===== config.mk =====
export PLATFORM = sky130hd
export DESIGN_NAME = dds_cfg_sequencer
export DESIGN_NICKNAME = d
export VERILOG_FILES = /design/src/rtl/dds_cfg_sequencer.sv
export SDC_FILE = /design/constraint.sdc
export NUM_CORES = 1
export LEC_CHECK = 0
export CAP_MARGIN = 5
export CORE_ASPECT_RATIO = 0.7
export CORE_UTILIZATION = 45
export CTS_CLUSTER_DIAMETER = 80
export DETAILED_ROUTE_END_ITERATION = 10
export PLACE_DENSITY = 0.65
export RECOVER_POWER = 100
export SLEW_MARGIN = 5
export SYNTH_ARGS = -nofsm -noshare
export SYNTH_HDL_FRONTEND = slang
export SYNTH_SLANG_ARGS = --single-unit

===== constraint.sdc =====
create_clock -name clk -period 2 [get_ports clk]
set_input_delay 0.5 -clock clk [delete_from_list [all_inputs] [get_ports clk]]
set_output_delay 0.5 -clock clk [all_outputs]
set_load 0.01 [all_outputs]

===== src/rtl/dds_cfg_sequencer.sv =====
// dds_cfg_sequencer: toggle-strobed PIO command decoder with shadow/live DDS config and wrap-aligned commit
module dds_cfg_sequencer #(
  parameter int          SYNC_TIMEOUT = 1024,
  parameter logic [31:0] RESET_FTW    = 32'h0000_0000
) (
  input  logic        clk,
  input  logic        reset,
  input  logic [9:0]  cmd_word,
  input  logic        acc_wrap,
  output logic [31:0] ftw,
  output logic [15:0] phase_ofs,
  output logic [1:0]  wave_sel,
  output logic [7:0]  amplitude,
  output logic        cfg_load,
  output logic        dds_clr,
  output logic [4:0]  status
);
  typedef enum logic [1:0] {IDLE, WAIT_WRAP, APPLY} state_t;
  localparam int TW = $clog2(SYNC_TIMEOUT);
  // shadow and live share one packed layout: {amplitude, wave_sel, phase_ofs, ftw}
  localparam logic [57:0] CFG_RST = {8'hFF, 2'b00, 16'h0000, RESET_FTW};
  logic [9:0]    cmd_q;
  logic          tog_q;
  logic [3:0]    ptr_q, ptr_d;
  logic [57:0]   sh_q, sh_d, live_q, live_d;
  state_t        state_q, state_d;
  logic [TW-1:0] timer_q, timer_d;
  logic          clr_q, clr_d, err_q, err_d, to_q, to_d, cnt_q, cnt_d;
  logic          load_q, load_d, dclr_q, dclr_d;
  logic [4:0]    status_q, status_d;
  logic          cmd, commit;
  logic [7:0]    pl;
  assign ftw       = live_q[31:0];
  assign phase_ofs = live_q[47:32];
  assign wave_sel  = live_q[49:48];
  assign amplitude = live_q[57:50];
  assign cfg_load  = load_q;
  assign dds_clr   = dclr_q;
  assign status    = status_q;
  // decode at most one command per cycle, update shadow/flags and step the commit FSM
  always_comb begin
    cmd = cmd_q[9] != tog_q;
    pl = cmd_q[7:0];
    commit = cmd && !cmd_q[8] && ptr_q == 4'd8;
    ptr_d = ptr_q;
    sh_d = sh_q;
    live_d = live_q;
    state_d = state_q;
    timer_d = timer_q;
    clr_d = clr_q;
    err_d = err_q;
    to_d = to_q;
    cnt_d = cnt_q;
    load_d = 1'b0;
    dclr_d = 1'b0;
    if (cmd && cmd_q[8]) begin
      if (pl <= 8'd8) ptr_d = pl[3:0];
      else if (pl == 8'h0F) begin
        ptr_d = 4'd0;
        err_d = 1'b0;
        to_d = 1'b0;
      end else err_d = 1'b1;
    end
    if (cmd && !cmd_q[8] && ptr_q < 4'd8) begin
      for (int i = 0; i < 6; i++) if (ptr_q == 4'(i)) sh_d[8*i +: 8] = pl;
      if (ptr_q == 4'd6) sh_d[49:48] = pl[1:0];
      if (ptr_q == 4'd7) sh_d[57:50] = pl;
      ptr_d = ptr_q + 4'd1;
    end
    if (commit && state_q != IDLE) err_d = 1'b1;
    case (state_q)
      IDLE: if (commit) begin
        clr_d = pl[1];
        timer_d = '0;
        state_d = pl[0] ? APPLY : WAIT_WRAP;
      end
      WAIT_WRAP: begin
        if (acc_wrap) state_d = APPLY;
        else if (timer_q == TW'(SYNC_TIMEOUT - 1)) begin
          to_d = 1'b1;
          state_d = APPLY;
        end else timer_d = timer_q + 1'b1;
      end
      APPLY: begin
        live_d = sh_q;
        load_d = 1'b1;
        dclr_d = clr_q;
        cnt_d = ~cnt_q;
        state_d = IDLE;
      end
      default: state_d = IDLE;
    endcase
    status_d = {ptr_d == 4'd8, cnt_d, to_d, err_d, state_d != IDLE};
  end
  // register everything; reset seeds the toggle tracker from the live input so a held level is no command
  always_ff @(posedge clk) begin
    if (reset) begin
      cmd_q <= cmd_word;
      tog_q <= cmd_word[9];
      ptr_q <= 4'd0;
      sh_q <= CFG_RST;
      live_q <= CFG_RST;
      state_q <= IDLE;
      timer_q <= '0;
      clr_q <= 1'b0;
      err_q <= 1'b0;
      to_q <= 1'b0;
      cnt_q <= 1'b0;
      load_q <= 1'b0;
      dclr_q <= 1'b0;
      status_q <= 5'd0;
    end else begin
      cmd_q <= cmd_word;
      tog_q <= cmd_q[9];
      ptr_q <= ptr_d;
      sh_q <= sh_d;
      live_q <= live_d;
      state_q <= state_d;
      timer_q <= timer_d;
      clr_q <= clr_d;
      err_q <= err_d;
      to_q <= to_d;
      cnt_q <= cnt_d;
      load_q <= load_d;
      dclr_q <= dclr_d;
      status_q <= status_d;
    end
  end
endmodule


==> results.md <==
- Gr usage total: a little over a fifth
- DP Area: around 6600 um^2
- Cells after Synth: between 600 and 700
- Final setup margin: ~0.13 ns
- Final Util: about 60%
- Vias per cell: 5.164
- P_sw: about 1400 uW
- Slowest stage delay, CP: 0.62 ns
- Clock network power share: 49.1%
- Leakage: 0.002915 uW
- Clock latency on the worst-skew pair: roughly 0.42 ns
- Final RePlAce weighted congestion: between 0.8 and 0.9
- Main synth FF type: dfxtp_1
- Tmin final: 1.875 ns
- First-pass GRT wire length: around 22000 um
- Vias in the first global route: ~4300
- Largest net degree at the start of global routing: 58
- Synth unique cells: 48
- CP bufs+invs: 1
- Kind of cell adding the most delay to the critical path: buffers and inverters
- Post-Syn Area: roughly 5600 um^2
- Initial Util: a little under half
- Critical Path Start Type: flop
- Cell Chain, Critical Path: dlygate4sd3_1
- Type of the tightest min-delay check: flop to flop
- Max Fclk: approximately 530 MHz
- Max Cap Viol: 0
- Buffers on Ports: 77
- Worst path slowest cell: dlygate4sd3_1
- RSZ-0062 raised after global routing: false
- Post-Syn Nets: 656
- Pins Over Slew Limit: 0
- Most frequent cells in the layout: dfxtp_1, nand2_1, a21oi_1
- Post-synth EDFFs: 0
- TritonCTS Sinks: 151
- CTS root buf: clkbuf_16
- Core box area: 11970 um^2
- Layout Skew: 0.007933 ns
- Post-synthesis average cell area: 8.843 um^2
- PwrDens: 919.3 nW/um^2
- FP Rows: 33
- Die X: ~140 um
- Seq pwr share: between 40% and 50%
- Critical path class: flop to primary output
- Max transition margin: about 25%
- IO Pins: 78
- Vias: approximately 4600
- Initial antenna violation count: 0
- Endpoint class of the critical path: primary output
- Logic pwr share: 4.1%
- Count of state elements after synthesis: approximately 150
- Die Area: 13000 um^2
- Worst Tran Pin Value: 1.129 ns
- WL final: approximately 13000 um
- Routed wire per std cell: about 15 um
- Final period util: roughly 94%
- Number of H-tree levels: 4
- Setup WS pre-CTS: ~0.047 ns
- Switch share: a little over a fifth
- DR iter-0 viols: ~390
- Area grow syn2layout: 26.86%
- CTS tree: done
- Fillers: slightly above 1000
- Final ANT Viol Nets: 0
- CP required: around 1.5 ns
- Status: finished, final reports clean
- Hpwl dp: ~9000 um
- Finished Cell Area: a little over 7000 um^2
- Async set-reset flop share out of synthesis: 0%
- # setup viols final: 0
- Worst R2R Setup Slack: approximately 0.16 ns
- Commonest non-fill, non-tap cell in the layout: dfxtp_1
- Max VDD drop: 0.6014 mV
- CTS Buf Count: 17
- Worst-path clk slew: 0.06 ns
- Arr. time, crit path: 1.37 ns
- Synth warn: 0
- Fraction of layout cells with a size suffix above 1: approximately 10%
- Final hold vios: 0
- GR Overflow Total: 0
- Pint: between 5000 and 6000 uW
- Antenna Cells: 0
- Crit path max fanout: 2
- Setup TNS: 0 ns
- Pre-antenna DRT Iters: 5
- Clk buf depth: 2
- Post-synthesis sequential area ratio: a little over half
- Height of the chip: 95.68 um
- Post-layout nets: 730
- DRC: 0
-- final timing paths --
path,endpoint,start,depth (start not counted)
min,live_q[17],live_q[17],2
max,phase_ofs[10],live_q[42],1
min reg2reg,live_q[17],live_q[17],2
max reg2reg,clr_q,cmd_q[9],6
-- metal layers --
layer	share of wire, %	GRT usage, %
met1	50	29.56
met4	1.1	8.240
met2	44	32.99
met3	4.6	5.210
met5	0	0
-- final cells by class --
cell class / instances / area [um^2] / share of cell area (%)
Clock buffer: 20 / 446.7 / 6.241
Clock inverter: 12 / 148.9 / 2.080
Inverter: 12 / 45.04 / 0.6294
Multi-Input combinational cell: 423 / 2317 / 32.38
Sequential cell: 151 / 3023 / 42.24
Tap cell: 157 / 196.4 / 2.745
Timing Repair Buffer: 107 / 979.7 / 13.69
-- metrics by stage --
| stage | hold slack [ns] | power (uW) | std cells |
|---|---|---|---|
| 6_report | 0.4518 | 6580 | 882 |
| 5_1_grt | 0.4724 | 6796 | 882 |
| 4_1_cts | 0.4561 | 6635 | 880 |
| 3_5_place_dp | 0.4478 | 3416 | 848 |
| 3_3_place_gp | 0.4444 | 3411 | 848 |
| 2_1_floorplan | 0.4291 | 3309 | 638 |
-- flip-flops by register name (all words and copies together), names as in the netlist --
name / count
status: 5
cmd_q: 10
state_q: 2
tog_q: 1
clr_q: 1
sh_q: 58
dds_clr: 1
live_q: 58
timer_q: 10
ptr_q: 4
cfg_load: 1
-- power groups by stage --
stage / Sequential [uW] / Combinational (uW) / Clock, uW
after global placement: 3140 / 267 / 0
after floorplan: 3130 / 183 / 0
final: 3080 / 267 / 3230
after detailed placement: 3140 / 271 / 0
after global routing: 3080 / 294 / 3420
after CTS: 3080 / 273 / 3280
-- synth_stat cells (3+ instances only) --
cell type | number | area, um^2
nor2_1 | 49 | 183.9
clkbuf_1 | 36 | 135.1
nand2b_1 | 3 | 18.77
dfxtp_1 | 151 | 3023
and3_1 | 5 | 31.28
buf_2 | 9 | 45.04
nand4_1 | 6 | 37.54
a211o_1 | 8 | 70.07
and4_1 | 3 | 26.28
nand3_1 | 30 | 150.1
nand3_2 | 3 | 30.03
buf_4 | 5 | 37.54
inv_1 | 12 | 45.04
ha_1 | 5 | 62.56
nand3b_1 | 8 | 60.06
a21oi_1 | 78 | 390.4
nand2_1 | 148 | 555.5
mux2i_1 | 28 | 280.3
nor2b_1 | 5 | 31.28
xor2_1 | 9 | 78.83
-- kinds of logic after synthesis --
group | count (synthesis) | share of synthesized area, %
mux | 29 | 5.167
compound gates | 104 | 10.85
simple gates | 274 | 22.53
flops | 151 | 53.58
fa+ha+maj | 5 | 1.109
xor+xnor | 11 | 1.708
buf+inv | 64 | 5.056
-- repair_timing --
| item | in CTS | in global routing |
|---|---|---|
| setup endpoints to repair | 0 | 2 |
| hold buffers | 0 | 0 |
| buffers inserted | 0 | 2 |
| gates resized for setup | 0 | 1 |
No activity file was read; power rests on OpenSTA's default activity.
==> variant 1: new RTL, same settings <==
Change the parameter `SYNC_TIMEOUT` from 1024 to 256.
--- a/src/rtl/dds_cfg_sequencer.sv
+++ b/src/rtl/dds_cfg_sequencer.sv
@@ -1,6 +1,6 @@
 // dds_cfg_sequencer: toggle-strobed PIO command decoder with shadow/live DDS config and wrap-aligned commit
 module dds_cfg_sequencer #(
-  parameter int          SYNC_TIMEOUT = 1024,
+  parameter int          SYNC_TIMEOUT = 256,
   parameter logic [31:0] RESET_FTW    = 32'h0000_0000
 ) (
   input  logic        clk,
Check against the original RTL: same outputs for any inputs over 4 cycles, from zero or initial values and one cycle with reset high; that may be too few to reach the edited logic, so the function may still have changed.
==> variant 1 against the unedited design <==
  * Total power down 2.2%
  * Routed wire length down 2.0%
  * Area after synthesis down 2.0%
  * Setup slack better by 12 ps
  * Clock skew down 2.1 ps
  * Final area down 0.89%
  * Core utilization up 0.086 points
  * Register-to-register slack worse by 20 ps
  * Critical path depth up 6
  * Count of clock-buffer cells in the layout unchanged
  * Sequential cell count down 2
  * Critical endpoint is now timer_q[3]
  * Largest power group unchanged
  * Highest routed layer unchanged
==> variant 1: results (changes against the unedited design) <==
- Run status: finished, final reports clean
- Clock slew seen by the registers of the worst setup and hold paths: 60 ps (about the same)
- Via count of the first global-routing pass: 4215 (-1.8%)
- The worst reg-to-reg path cell count came to 7 (+1).
- The number of inserted diodes came to 0 (unchanged).
- The number of standard cells in the final layout excluding fillers came to 883 (+0.11%).
- Max-capacitance violation count: 0 (unchanged)
- Largest registers: live_q x58, sh_q x58, cmd_q x10
- Power Internal: 5.04 mW (-1.8%)
- Total Routing Usage GR: 21.5% (-0.12 points)
- The biggest fanout along the worst timing path was 6 (+4).
- The detailed router's first-iteration violation count was 420 (+9.1%).
- The number of filler cells placed in the layout is 991 (-2.6%).
* Hold Startpoint: live_q[10]
- Number of nets in the synthesized netlist: 663 (+1.1%)
- Layout cells sized above 1: 9.37% (-0.56 points)
- Instance count after placement with tap cells included: 849 (+0.12%)
- The most used flip-flop cell after synthesis is sky130_fd_sc_hd__dfxtp_1.
- Worst hold slack after final layout: 452 ps (+0.211 ps)
* H-tree lvl count: 4 (unchanged)
- Global-route wire length before repair: 21100 um (-1.9%)
- TritonCTS Buffers: 17 (unchanged)
- The number of buffers on the longest clock path was 2 (unchanged).
- In this run the critical register-to-register path is captured at timer_q[3].
- The worst hold path terminates at live_q[10].
* Maximum VDD drop: 0.000698 V (+16%)
* Antenna violations before repair: 0 (unchanged)
- The number of port buffers is 77 (unchanged).
- Final WL: 12900 um (-2.0%)
- The tree is rooted in a sky130_fd_sc_hd__clkbuf_16.
* Data arrival time at the worst-slack endpoint: 2210 ps (+840 ps)
* Async S/R FF share, synth: 0% (unchanged)
- Synth area leaders: sky130_fd_sc_hd__dfxtp_1 54%, sky130_fd_sc_hd__nand2_1 12%, sky130_fd_sc_hd__a21oi_1 8.2%
- Final clock skew: 5.79 ps (-2.14 ps)
- The fraction of the yosys area taken by sequential cells is 53.9% (+0.35 points).
- Ranking of synthesized cells by instance count: 171 x sky130_fd_sc_hd__nand2_1, 149 x sky130_fd_sc_hd__dfxtp_1, 91 x sky130_fd_sc_hd__a21oi_1, 43 x sky130_fd_sc_hd__nand3_1, 41 x sky130_fd_sc_hd__clkbuf_1
- Worst-margin pin slew: 664 ps (-465 ps)
- Class of the tightest hold or removal check: flip-flop to flip-flop
- The synthesis-stage register bit count is 149 (-1.3%).
- The last weighted congestion value of the routability-driven placer is 0.882 (+2.0%).
- The worst hold path cell count is 2 (unchanged).
- The leakage power was 2.63 nW (-9.8%).
- Insertion delay to the later sink of the worst-skew pair: 420 ps (about the same)
* FF-to-FF Start: ptr_q[0]
- The overall via count from detail_route is 4556 (+0.022%).
- Worst-case register-to-register setup slack: 140 ps (-20 ps)
- The area share of the largest cell type after synthesis came to 53.9% (+0.35 points).
- The sum of net half-perimeters after detailed placement came to 8390 um (-4.0%).
* Yosys warning count: 0 (unchanged)
* Post-synthesis cell count: 645 (+1.1%)
- Net count, final: 733 (+0.41%)
- The first-pass iteration count of the detailed router was 5 (unchanged).
- The number of distinct library cell variants in the gate-level netlist after synthesis is 43 (-10%).
- The maximum number of pins on one net before global-route repair came to 66 (+14%).
## variant 1: cell count changes in the layout (fill, tap and decap cells not counted), moves of 9 or more
cell	change
sky130_fd_sc_hd__a21oi_1	+13
sky130_fd_sc_hd__clkdlybuf4s50_1	+65
sky130_fd_sc_hd__dlygate4sd3_1	-65
sky130_fd_sc_hd__nand2_1	+23
sky130_fd_sc_hd__nand3_1	+11
sky130_fd_sc_hd__nand3b_1	+9
sky130_fd_sc_hd__nor2_1	-20
## variant 1: metrics by stage
stage	cell area, um2	worst slack (ps)
floorplan	5530	298
global placement	6470	50.5
detailed placement	6470	-13.0
CTS	7040	67.4
global route	7090	-1.24
finish	7090	137
## variant 1: power by group through the flow
stage	Combinational (mW)	Sequential [mW]	Clock, mW
final	0.267	3.05	3.12
after global routing	0.291	3.05	3.32
after CTS	0.266	3.04	3.18
after detailed placement	0.264	3.11	0
after global placement	0.259	3.11	0
after floorplan	0.177	3.09	0
## variant 1: repair_timing
item,CTS,global route
resized for setup,0,8
setup buffers,0,3
setup endpoints to repair,0,17
## variant 1: cells by family after synthesis
family / after synthesis / share of synthesized area, %
buf+inv: 56 / 4.34
mux: 21 / 3.82
simple gates: 300 / 25.5
compound gates: 110 / 10.5
xor+xnor: 4 / 0.769
fa+ha+maj: 5 / 1.13
flops: 149 / 53.9
## variant 1: critical path: stages (launching register included)
cell and delay [ps]:
sky130_fd_sc_hd__dfxtp_1 360, sky130_fd_sc_hd__inv_1 100, sky130_fd_sc_hd__ha_1 190, sky130_fd_sc_hd__and4bb_1 250
sky130_fd_sc_hd__nand3_2 130, sky130_fd_sc_hd__a21o_4 270, sky130_fd_sc_hd__or3_1 350, sky130_fd_sc_hd__a21oi_1 150
## variant 1: final cells by class
type / count / share of cell area [%]
inverters: 5 / 0.265
clock buffers: 20 / 6.16
clock inverters: 10 / 1.89
well taps: 157 / 2.77
repair buffers: 101 / 13.6
flip-flops and latches: 149 / 42.1
multi-input cells: 441 / 33.2
## variant 1: metal layers
| layer | GRT usage (%) | share of wire [%] | wire length (um) | vias to the layer above |
|---|---|---|---|---|
| met5 | 0 | 0 | 0 | - |
| met4 | 8.71 | 1.5 | 193 | 0 |
| met3 | 6.17 | 4.9 | 635 | 18 |
| met2 | 32.2 | 45 | 5760 | 130 |
| met1 | 29.2 | 49 | 6280 | 2117 |
| li1 | - | - | - | 2291 |
## variant 1: worst max-delay path by stage
stage                 endpoint     start
detailed placement  timer_q[5]  acc_wrap
floorplan           timer_q[5]  ptr_q[0]
finish              timer_q[3]  ptr_q[0]
global placement    timer_q[3]  acc_wrap
global route        timer_q[5]  ptr_q[0]
CTS                 timer_q[3]  ptr_q[0]
==> variant 2: new RTL, config.mk and constraints unchanged <==
Without the edit above. Register the outputs `ftw`, `phase_ofs`, `wave_sel` and `amplitude`; this adds one clock of latency there. The other outputs are not delayed to match.
--- a/src/rtl/dds_cfg_sequencer.sv
+++ b/src/rtl/dds_cfg_sequencer.sv
@@ -30,10 +30,12 @@
   logic [4:0]    status_q, status_d;
   logic          cmd, commit;
   logic [7:0]    pl;
-  assign ftw       = live_q[31:0];
-  assign phase_ofs = live_q[47:32];
-  assign wave_sel  = live_q[49:48];
-  assign amplitude = live_q[57:50];
+  always_ff @(posedge clk) begin
+    ftw       <= live_q[31:0];
+    phase_ofs <= live_q[47:32];
+    wave_sel  <= live_q[49:48];
+    amplitude <= live_q[57:50];
+  end
   assign cfg_load  = load_q;
   assign dds_clr   = dclr_q;
   assign status    = status_q;
Formal check against the unedited RTL: not equivalent (Yosys sat finds a counterexample within 4 cycles, from zero or initial values and one cycle with reset high).
==> variant 2 against the unedited design <==
  * Sequential share of layout area increased by 6.8 points
  * Non-clock buffer count down 5
  * Area after synthesis rose by 23%
  * Hold slack got worse by 100 ps
  * Sequential cell count is 58 higher
  * Die area is 22% higher
  * Final area increased by 19%
  * Setup slack worse by 29 ps
  * Routed wire length grew 6.9%
  * Fmax down 1.5%
  * Total power is 32% higher
  * Via count is 8.6% higher
==> variant 2: results (changes against the unedited design) <==
- The largest registers in the layout are live_q x58, sh_q x58, ftw x32.
- The mean cell area of the mapped netlist is 9.58 um2 (+8.3%).
* Number of resized instances in the post-cts repair step: 0 (unchanged)
- Instance count after placement with tap cells included: 964 (+14%)
* Avg Vias per Cell: 4.95 (-4.1%)
* Maximum VDD drop: 0.000573 V (-4.7%)
- The net count reported at finish is 809 (+11%).
- The worst hold path cell count came to 0 (-2).
* H-tree lvl count: 1 (-3)
- The worst reg-to-reg path cell count is 5 (-1).
* Global routing met3 resource utilization: 3.85% (-1.4 points)
- Met2 Resource Use GR: 29.4% (-3.6 points)
- Flip-flop and latch count after synthesis: 209 (+38%)
- FF-to-FF Start: cmd_q[0]
* Mux share of post-synthesis cell area: 2.76% (-2.4 points)
- Cell leakage power: 3.35 nW (+15%)
* Slew margin rel.: 54.3% (+30 points)
- The signal arrival time at the worst endpoint was 1400 ps (+30 ps).
* Vias: 4947 (+8.6%)
- Number of nets in the synthesized netlist: 741 (+13%)
* Clock Path Buffers: 3 (+1)
- The detailed-routed wire length on met2 was 6230 um (+6.7%).
- Global routing usage on met1: 25.9% (-3.6 points)
- Portion of the post-synthesis area used by sequential elements: 60.4% (+6.8 points)
- The adder-cell area share of the yosys netlist is 0.903% (-0.21 points).
- Worst hold slack after final layout: 350 ps (-102 ps)
* Met1 Routed Length: 6950 um (+6.1%)
* Run status: finished, final reports clean
- Gp weighted congestion: 0.845 (-2.2%)
- Total cell area at the placement stage: 7830 um2 (+19%)
* DR iter-0 viols: 329 (-15%)
* Final clock skew: 9.16 ps (+1.23 ps)
* Hold-critical path endpoint: ftw[30]
* Count of buffers inserted at the top-level ports: 77 (unchanged)
* Maximum fanout count along the critical path: 1 (-1)
- The number of distinct library cell variants in the gate-level netlist after synthesis was 52 (+8.3%).
- Ranking of synthesized cells by instance count: 209 x sky130_fd_sc_hd__dfxtp_1, 185 x sky130_fd_sc_hd__nand2_1, 86 x sky130_fd_sc_hd__a21oi_1, 42 x sky130_fd_sc_hd__nand3_1, 37 x sky130_fd_sc_hd__nor2_1
- Compound-gate portion of the synthesized area: 8.74% (-2.1 points)
- The worst register-to-register path ends at status[4].
- Layout cells sized above 1: 9.08% (-0.85 points)
* Place WS: 20.7 ps (-26.5 ps)
- The total met3 wirelength after detailed routing was 735 um (+20%).
- Synthesized-area fraction occupied by xor and xnor cells: 1.50% (-0.21 points)
* Synth area leaders: sky130_fd_sc_hd__dfxtp_1 60%, sky130_fd_sc_hd__nand2_1 10%, sky130_fd_sc_hd__a21oi_1 6.2%
- The startpoint identified for the worst hold timing path is live_q[30].
- Detailed Place HPWL: 9300 um (+6.4%)
- The number of buffers created by CTS is 20 (+3).
* Insertion delay to the later sink of the worst-skew pair: 490 ps (+70 ps)
variant 2: cell types whose count changed in the layout (fill, tap and decap cells not counted), moves of 7 or more:
cell                       delta
sky130_fd_sc_hd__inv_1       -10
sky130_fd_sc_hd__nor2_1      -12
sky130_fd_sc_hd__xor2_1       -8
sky130_fd_sc_hd__nand3b_1     +9
sky130_fd_sc_hd__a21oi_1      +8
sky130_fd_sc_hd__xnor2_1      +7
sky130_fd_sc_hd__dfxtp_1     +58
sky130_fd_sc_hd__mux2i_1     -10
sky130_fd_sc_hd__a211o_1      -7
sky130_fd_sc_hd__nand2_1     +37
sky130_fd_sc_hd__nand3_1     +11
variant 2: cells by family after synthesis:
kind of cell,after synthesis
buffers and inverters,58
AOI/OAI and AO/OA,107
DFF,209
muxes,19
and+or+nand+nor,314
adders and majority gates,5
xor gates and xnor gates,11
variant 2: power breakdown:
part	switching, mW	leakage [nW]	internal [mW]
combinational	0.175	1.30	0.102
clock	1.54	0.362	2.64
sequential	0.0326	1.69	4.20
variant 2: cell type report:
type	count	area (um2)
clock inverters	10	181
flip-flops and latches	209	4180
fillers	1257	6320
well taps	195	244
inverters	2	7.51
repair buffers	102	957
multi-input cells	456	2400
clock buffers	25	561
variant 2: how the worst max path moves through the flow:
stage                  end  cells past startpoint  slack (ps)   startpoint
2_1_floorplan    status[4]                      7         430     cmd_q[4]
3_3_place_gp    timer_q[9]                      6         100     acc_wrap
3_5_place_dp    timer_q[5]                      6          20     acc_wrap
4_1_cts        wave_sel[1]                      1         100  wave_sel[1]
5_1_grt            dds_clr                      4          20   state_q[0]
6_report           ftw[19]                      1         100      ftw[19]
